## config.mk

```make
export PLATFORM = sky130hd
export DESIGN_NAME = hazard_scoreboard
export DESIGN_NICKNAME = d
export VERILOG_FILES = /design/src/rtl/hazard_scoreboard.sv
export SDC_FILE = /design/constraint.sdc
export NUM_CORES = 1
export LEC_CHECK = 0
export BUFFER_PORTS_ARGS = -buffer_cell sky130_fd_sc_hd__buf_4
export CAP_MARGIN = 20
export CORE_ASPECT_RATIO = 1.5
export CORE_MARGIN = 2
export CORE_UTILIZATION = 52
export CTS_BUF_LIST = sky130_fd_sc_hd__clkbuf_2
export CTS_CLUSTER_SIZE = 40
export DETAILED_ROUTE_END_ITERATION = 10
export GPL_TIMING_DRIVEN = 0
export PLACE_DENSITY = 0.75
export SLEW_MARGIN = 20
export SYNTH_ARGS = -nofsm -noshare
export SYNTH_HDL_FRONTEND = slang
export SYNTH_SLANG_ARGS = --single-unit
```

## constraint.sdc

```tcl
create_clock -name clk -period 2.15 [get_ports clk]
set_clock_uncertainty 0.05 [all_clocks]
set_input_delay 0.3225 -clock clk [delete_from_list [all_inputs] [get_ports clk]]
set_output_delay 0.3225 -clock clk [all_outputs]
set_load 0.03 [all_outputs]
```

## src/rtl/hazard_scoreboard.sv

```systemverilog
// EX-stage hazard unit: operand/store forwarding selects, load-use stall FSM and a
// pending-write scoreboard for long-latency units.
module hazard_scoreboard #(
    parameter int NUM_SRC   = 2,
    parameter int STORE_SRC = 1,
    parameter int LD_LAT    = 1,
    parameter int NREG      = 32
) (
    input  logic                   clk,
    input  logic                   rst_n,
    input  logic                   ex_valid_i,
    input  logic [NUM_SRC*5-1:0]   ex_rs_i,
    input  logic [NUM_SRC-1:0]     ex_alt_sel_i,
    input  logic                   ex_store_i,
    input  logic [4:0]             mem_rd_i,
    input  logic                   mem_wen_i,
    input  logic                   mem_is_load_i,
    input  logic [4:0]             wb_rd_i,
    input  logic                   wb_wen_i,
    input  logic                   lat_issue_i,
    input  logic [4:0]             lat_issue_rd_i,
    input  logic                   lat_done_i,
    input  logic [4:0]             lat_done_rd_i,
    input  logic                   flush_i,
    output logic [NUM_SRC*2-1:0]   fw_sel_o,
    output logic [1:0]             st_fw_sel_o,
    output logic                   stall_o,
    output logic                   sb_busy_o
);

    typedef enum logic {
        S_IDLE    = 1'b0,
        S_LDSTALL = 1'b1
    } state_t;

    localparam logic [3:0] CNT_INIT = (LD_LAT > 1) ? 4'(LD_LAT - 2) : 4'd0;

    state_t          state_q;
    logic [3:0]      cnt_q;
    logic [NREG-1:1] pend_q;
    logic [NREG-1:1] pend_d;
    logic [NREG-1:0] pend_full;
    logic            load_haz;
    logic            sb_haz;

    assign pend_full = {pend_q, 1'b0};

    always_comb begin
        logic [4:0] rs_k;
        logic       mem_hit;
        logic       wb_hit;
        logic       pend_hit;
        fw_sel_o    = '0;
        st_fw_sel_o = 2'b00;
        load_haz    = 1'b0;
        sb_haz      = 1'b0;
        rs_k        = '0;
        mem_hit     = 1'b0;
        wb_hit      = 1'b0;
        pend_hit    = 1'b0;
        for (int k = 0; k < NUM_SRC; k++) begin
            rs_k     = ex_rs_i[5*k +: 5];
            mem_hit  = mem_wen_i && (mem_rd_i != 5'd0) && (mem_rd_i == rs_k);
            wb_hit   = wb_wen_i && (wb_rd_i != 5'd0) && (wb_rd_i == rs_k);
            pend_hit = (32'(rs_k) < NREG) && pend_full[rs_k]
                       && !(lat_done_i && (lat_done_rd_i == rs_k));
            // A MEM load match keeps the regfile select; the stall covers the gap.
            if (ex_alt_sel_i[k])
                fw_sel_o[2*k +: 2] = 2'b01;
            else if (mem_hit)
                fw_sel_o[2*k +: 2] = mem_is_load_i ? 2'b00 : 2'b10;
            else if (wb_hit)
                fw_sel_o[2*k +: 2] = 2'b11;
            if (!ex_alt_sel_i[k] || (ex_store_i && (k == STORE_SRC))) begin
                if (mem_hit && mem_is_load_i)
                    load_haz = 1'b1;
                if (pend_hit)
                    sb_haz = 1'b1;
            end
            if (ex_store_i && (k == STORE_SRC)) begin
                if (mem_hit)
                    st_fw_sel_o = mem_is_load_i ? 2'b00 : 2'b10;
                else if (wb_hit)
                    st_fw_sel_o = 2'b01;
            end
        end
        load_haz = load_haz && ex_valid_i;
        sb_haz   = sb_haz && ex_valid_i;
    end

    assign stall_o   = ((state_q == S_IDLE) && load_haz) || (state_q == S_LDSTALL) || sb_haz;
    assign sb_busy_o = |pend_q;

    always_ff @(posedge clk or negedge rst_n) begin
        if (!rst_n) begin
            state_q <= S_IDLE;
            cnt_q   <= 4'd0;
        end else if (flush_i) begin
            state_q <= S_IDLE;
            cnt_q   <= 4'd0;
        end else begin
            case (state_q)
                S_IDLE: begin
                    if (load_haz && (LD_LAT > 1)) begin
                        state_q <= S_LDSTALL;
                        cnt_q   <= CNT_INIT;
                    end
                end
                S_LDSTALL: begin
                    if (cnt_q == 4'd0)
                        state_q <= S_IDLE;
                    else
                        cnt_q <= cnt_q - 4'd1;
                end
                default: begin
                    state_q <= S_IDLE;
                    cnt_q   <= 4'd0;
                end
            endcase
        end
    end

    // Issue is applied after done so a same-register set/clear leaves the bit set.
    always_comb begin
        pend_d = pend_q;
        for (int r = 1; r < NREG; r++) begin
            if (lat_done_i && (lat_done_rd_i == 5'(r)))
                pend_d[r] = 1'b0;
            if (lat_issue_i && (lat_issue_rd_i == 5'(r)))
                pend_d[r] = 1'b1;
        end
    end

    always_ff @(posedge clk or negedge rst_n) begin
        if (!rst_n)
            pend_q <= '0;
        else
            pend_q <= pend_d;
    end

endmodule

```

==> metrics <==
antenna violations before repair 0; Chip Width between 60 and 70 um; hold-critical path endpoint cnt_q[0]; leading cell types in the layout, fill and taps excluded o21ai_0, buf_4, dfrtp_1, xnor2_1, xor2_1; routed wire length per instance 19.1 um; total I/O pin count 50; post-route cell area 3370 um2; placed cell area 3070 um2; CTS tree yes; Synthesis Warnings 0; Hold Slack 0.0336 ns; layout cell share with drive strength beyond 1 0.290; gr ovfl total 0; pre-CTS worst setup slack -0.378 ns; htree depth 2; unrepaired setup endpoints after global routing yes; time the worst path needs with I/O delays and setup 2.77 ns; reg2reg end cnt_q[3]; post-synthesis sequential element count 36; vertical extent of the die 92.1 um; average size of a mapped cell 9.74 um2; maximum achievable frequency 361 MHz; start point of the worst hold path flush_i; Leakage between 1 and 1.5 nW; clock slew seen by the registers of the worst setup and hold paths roughly 0.2 ns; Crit Path Max Fanout 4; beginning of the worst register-to-register path cnt_q[0]; power share of the sequential group 0.454; Detailed Route Iter0 Violations 132; fraction of power spent switching nets 0.341; Final Wtd Congestion 0.876; all-layer global routing usage 0.268; worst slew pin tran slightly above 0.7 ns; via count normalized by instance count between 6 and 7; DRC violation count after routing 0; initial core utilization 0.533; minimum setup slack in the final design -0.618 ns; number of fillers in the final layout between 300 and 400; setup TNS -1.23 ns; Worst Reg-to-Reg Cells 7; number of clock buffers inserted by TritonCTS 5; clock latency reported for the late side of the worst-skew pair around 0.4 ns; Critical Path Start Type flip-flop; Floorplan Core Area 5040 um2; share of power burned in the clock network 0.205; number of library cell types mapped by synthesis 36; buffer cell driving the clock tree root clkbuf_2; Peak VDD IR 0.448 mV; classification of the worst setup path flip-flop to primary output; min-delay worst type input pin to flip-flop; Combinational Power Share 0.341; minimum setup slack among reg-to-reg paths between 0.3 and 0.4 ns; sequential area share after synthesis 0.335; Cells after Synth around 280; number of cell rows 32; total number of vias 2,504; clk buf depth 2; net count reported at finish approximately 370; Final setup violation count 7; clock sink count 36; TritonRoute pass-1 iters 8; worst hold path cell count 2; total routed wirelength 7610 um; Data arrival, critical path 2.40 ns; leading cell type in the layout, fill and taps excluded o21ai_0; reported net switching power 0.716 mW; Final Hold Fails 0; final antenna diode count 0; crit share post-route 1.29; area added between synthesis and finish 25.5%; vias in the first global route 2,504; worst-case headroom to the max-slew limit 0.527; violated checks setup timing; total half-perimeter wirelength after legalization and detailed placement 5640 um; element type at the critical path end primary output; CP Data Required Time 1.78 ns; synthesized netlist net count 320; die footprint 5770 um2; number of max-capacitance violations reported 0; Power per Cell Area 623 nW/um2; number of nets still failing antenna checks after routing 0; global-route wire length before repair approximately 12,000 um; Power Internal 1.39 mW; number of pins with negative max-slew slack in the final report 0; run status finished, violations left; maximum number of pins on one net before global-route repair 37; Cell Area, Synth roughly 2700 um2; count of buffers inserted at the top-level ports 35
-- power by group through the flow --
stage	registers (mW)	logic (mW)	clock network (mW)
2_1_floorplan	0.911	0.438	0
3_3_place_gp	0.956	0.597	0
3_5_place_dp	0.965	0.615	0
4_1_cts	0.941	0.693	0.436
5_1_grt	0.969	0.774	0.459
6_report	0.955	0.716	0.431
-- how the worst max path moves through the flow --
stage	from	cells past startpoint	end	slack (ns)
3_3_place_gp	mem_rd_i[1]	7	fw_sel_o[1]	-0.38
3_5_place_dp	mem_rd_i[1]	7	fw_sel_o[1]	-0.38
5_1_grt	pend_q[27]	6	stall_o	-0.72
6_report	pend_q[27]	6	stall_o	-0.62
2_1_floorplan	ex_rs_i[5]	7	stall_o	-0.16
4_1_cts	pend_q[27]	6	stall_o	-0.63
-- sequential cells by signal, summed over array words and instances (netlist names) --
| signal | flops |
|---|---|
| cnt_q | 4 |
| pend_q | 31 |
| state_q | 1 |
-- worst max-delay path, cell delays in order, from the launching register on --
cell,delay [ns]
dfrtp_1,0.46
mux4_2,0.47
mux4_2,0.47
or2_1,0.23
o211ai_2,0.10
nand4_4,0.10
buf_6,0.16
-- layout make-up --
cell class | instances | area, um2 | share of cell area
Multi-Input combinational cell | 219 | 1790 | 0.530
Sequential cell | 36 | 901 | 0.267
Timing Repair Buffer | 47 | 400 | 0.119
Buffer | 15 | 108 | 0.0319
Tap cell | 68 | 85.1 | 0.0252
Clock inverter | 3 | 42.5 | 0.0126
Clock buffer | 5 | 25.0 | 0.00742
Inverter | 6 | 22.5 | 0.00668
-- metal layers --
metal / part of all wire / track usage
met1: 0.35 / 0.271
met2: 0.56 / 0.524
met3: 0.055 / 0.0393
met4: 0.039 / 0.131
met5: 0 / 0
-- cells in the mapped netlist (all sizes together) --
library cell,instances,area share
o21ai,64,0.12
dfrtp,36,0.34
xnor2,18,0.059
mux4,16,0.14
xor2,15,0.049
nor4,13,0.030
nand2b,12,0.028
nor2,12,0.017
clkbuf,11,0.015
mux2i,10,0.037
nand2,10,0.014
inv,6,0.0084
nand3,6,0.011
nand4,6,0.016
or2,6,0.014
nand3b,5,0.014
or4,5,0.014
buf,4,0.015
nand4b,4,0.013
nor2b,3,0.0070
a21oi,2,0.0037
and2,2,0.0047
ha,2,0.0093
a221oi,1,0.0033
a311oi,1,0.0033
a31oi,1,0.0023
and4,1,0.0033
nor3,1,0.0019
o211ai,1,0.0047
o21ba,1,0.0037
o31ai,1,0.0028
-- timing repair --
action	CTS	global route
setup buffers	7	4
pin swaps	10	3
hold buffers	1	0
endpoints found under the setup margin	7	7
hold endpoints to repair	36	0
resized for setup	31	8
-- through the flow --
| step | total power [mW] | util | std cells |
|---|---|---|---|
| global placement | 1.55 | 0.609 | 379 |
| global route | 2.20 | 0.669 | 399 |
| detailed placement | 1.58 | 0.609 | 379 |
| CTS | 2.07 | 0.658 | 395 |
| floorplan | 1.35 | - | 276 |
| finish | 2.10 | 0.669 | 399 |
-- logic make-up after synthesis --
family          count (synthesis)  share of synthesized area
compound gates                 72                      0.143
xor+xnor                       33                      0.107
fa+ha+maj                       2                    0.00931
buf+inv                        21                     0.0391
flops                          36                      0.335
mux                            26                      0.178
simple gates                   86                      0.188
Note: power is estimated with default switching activity, not from simulation.
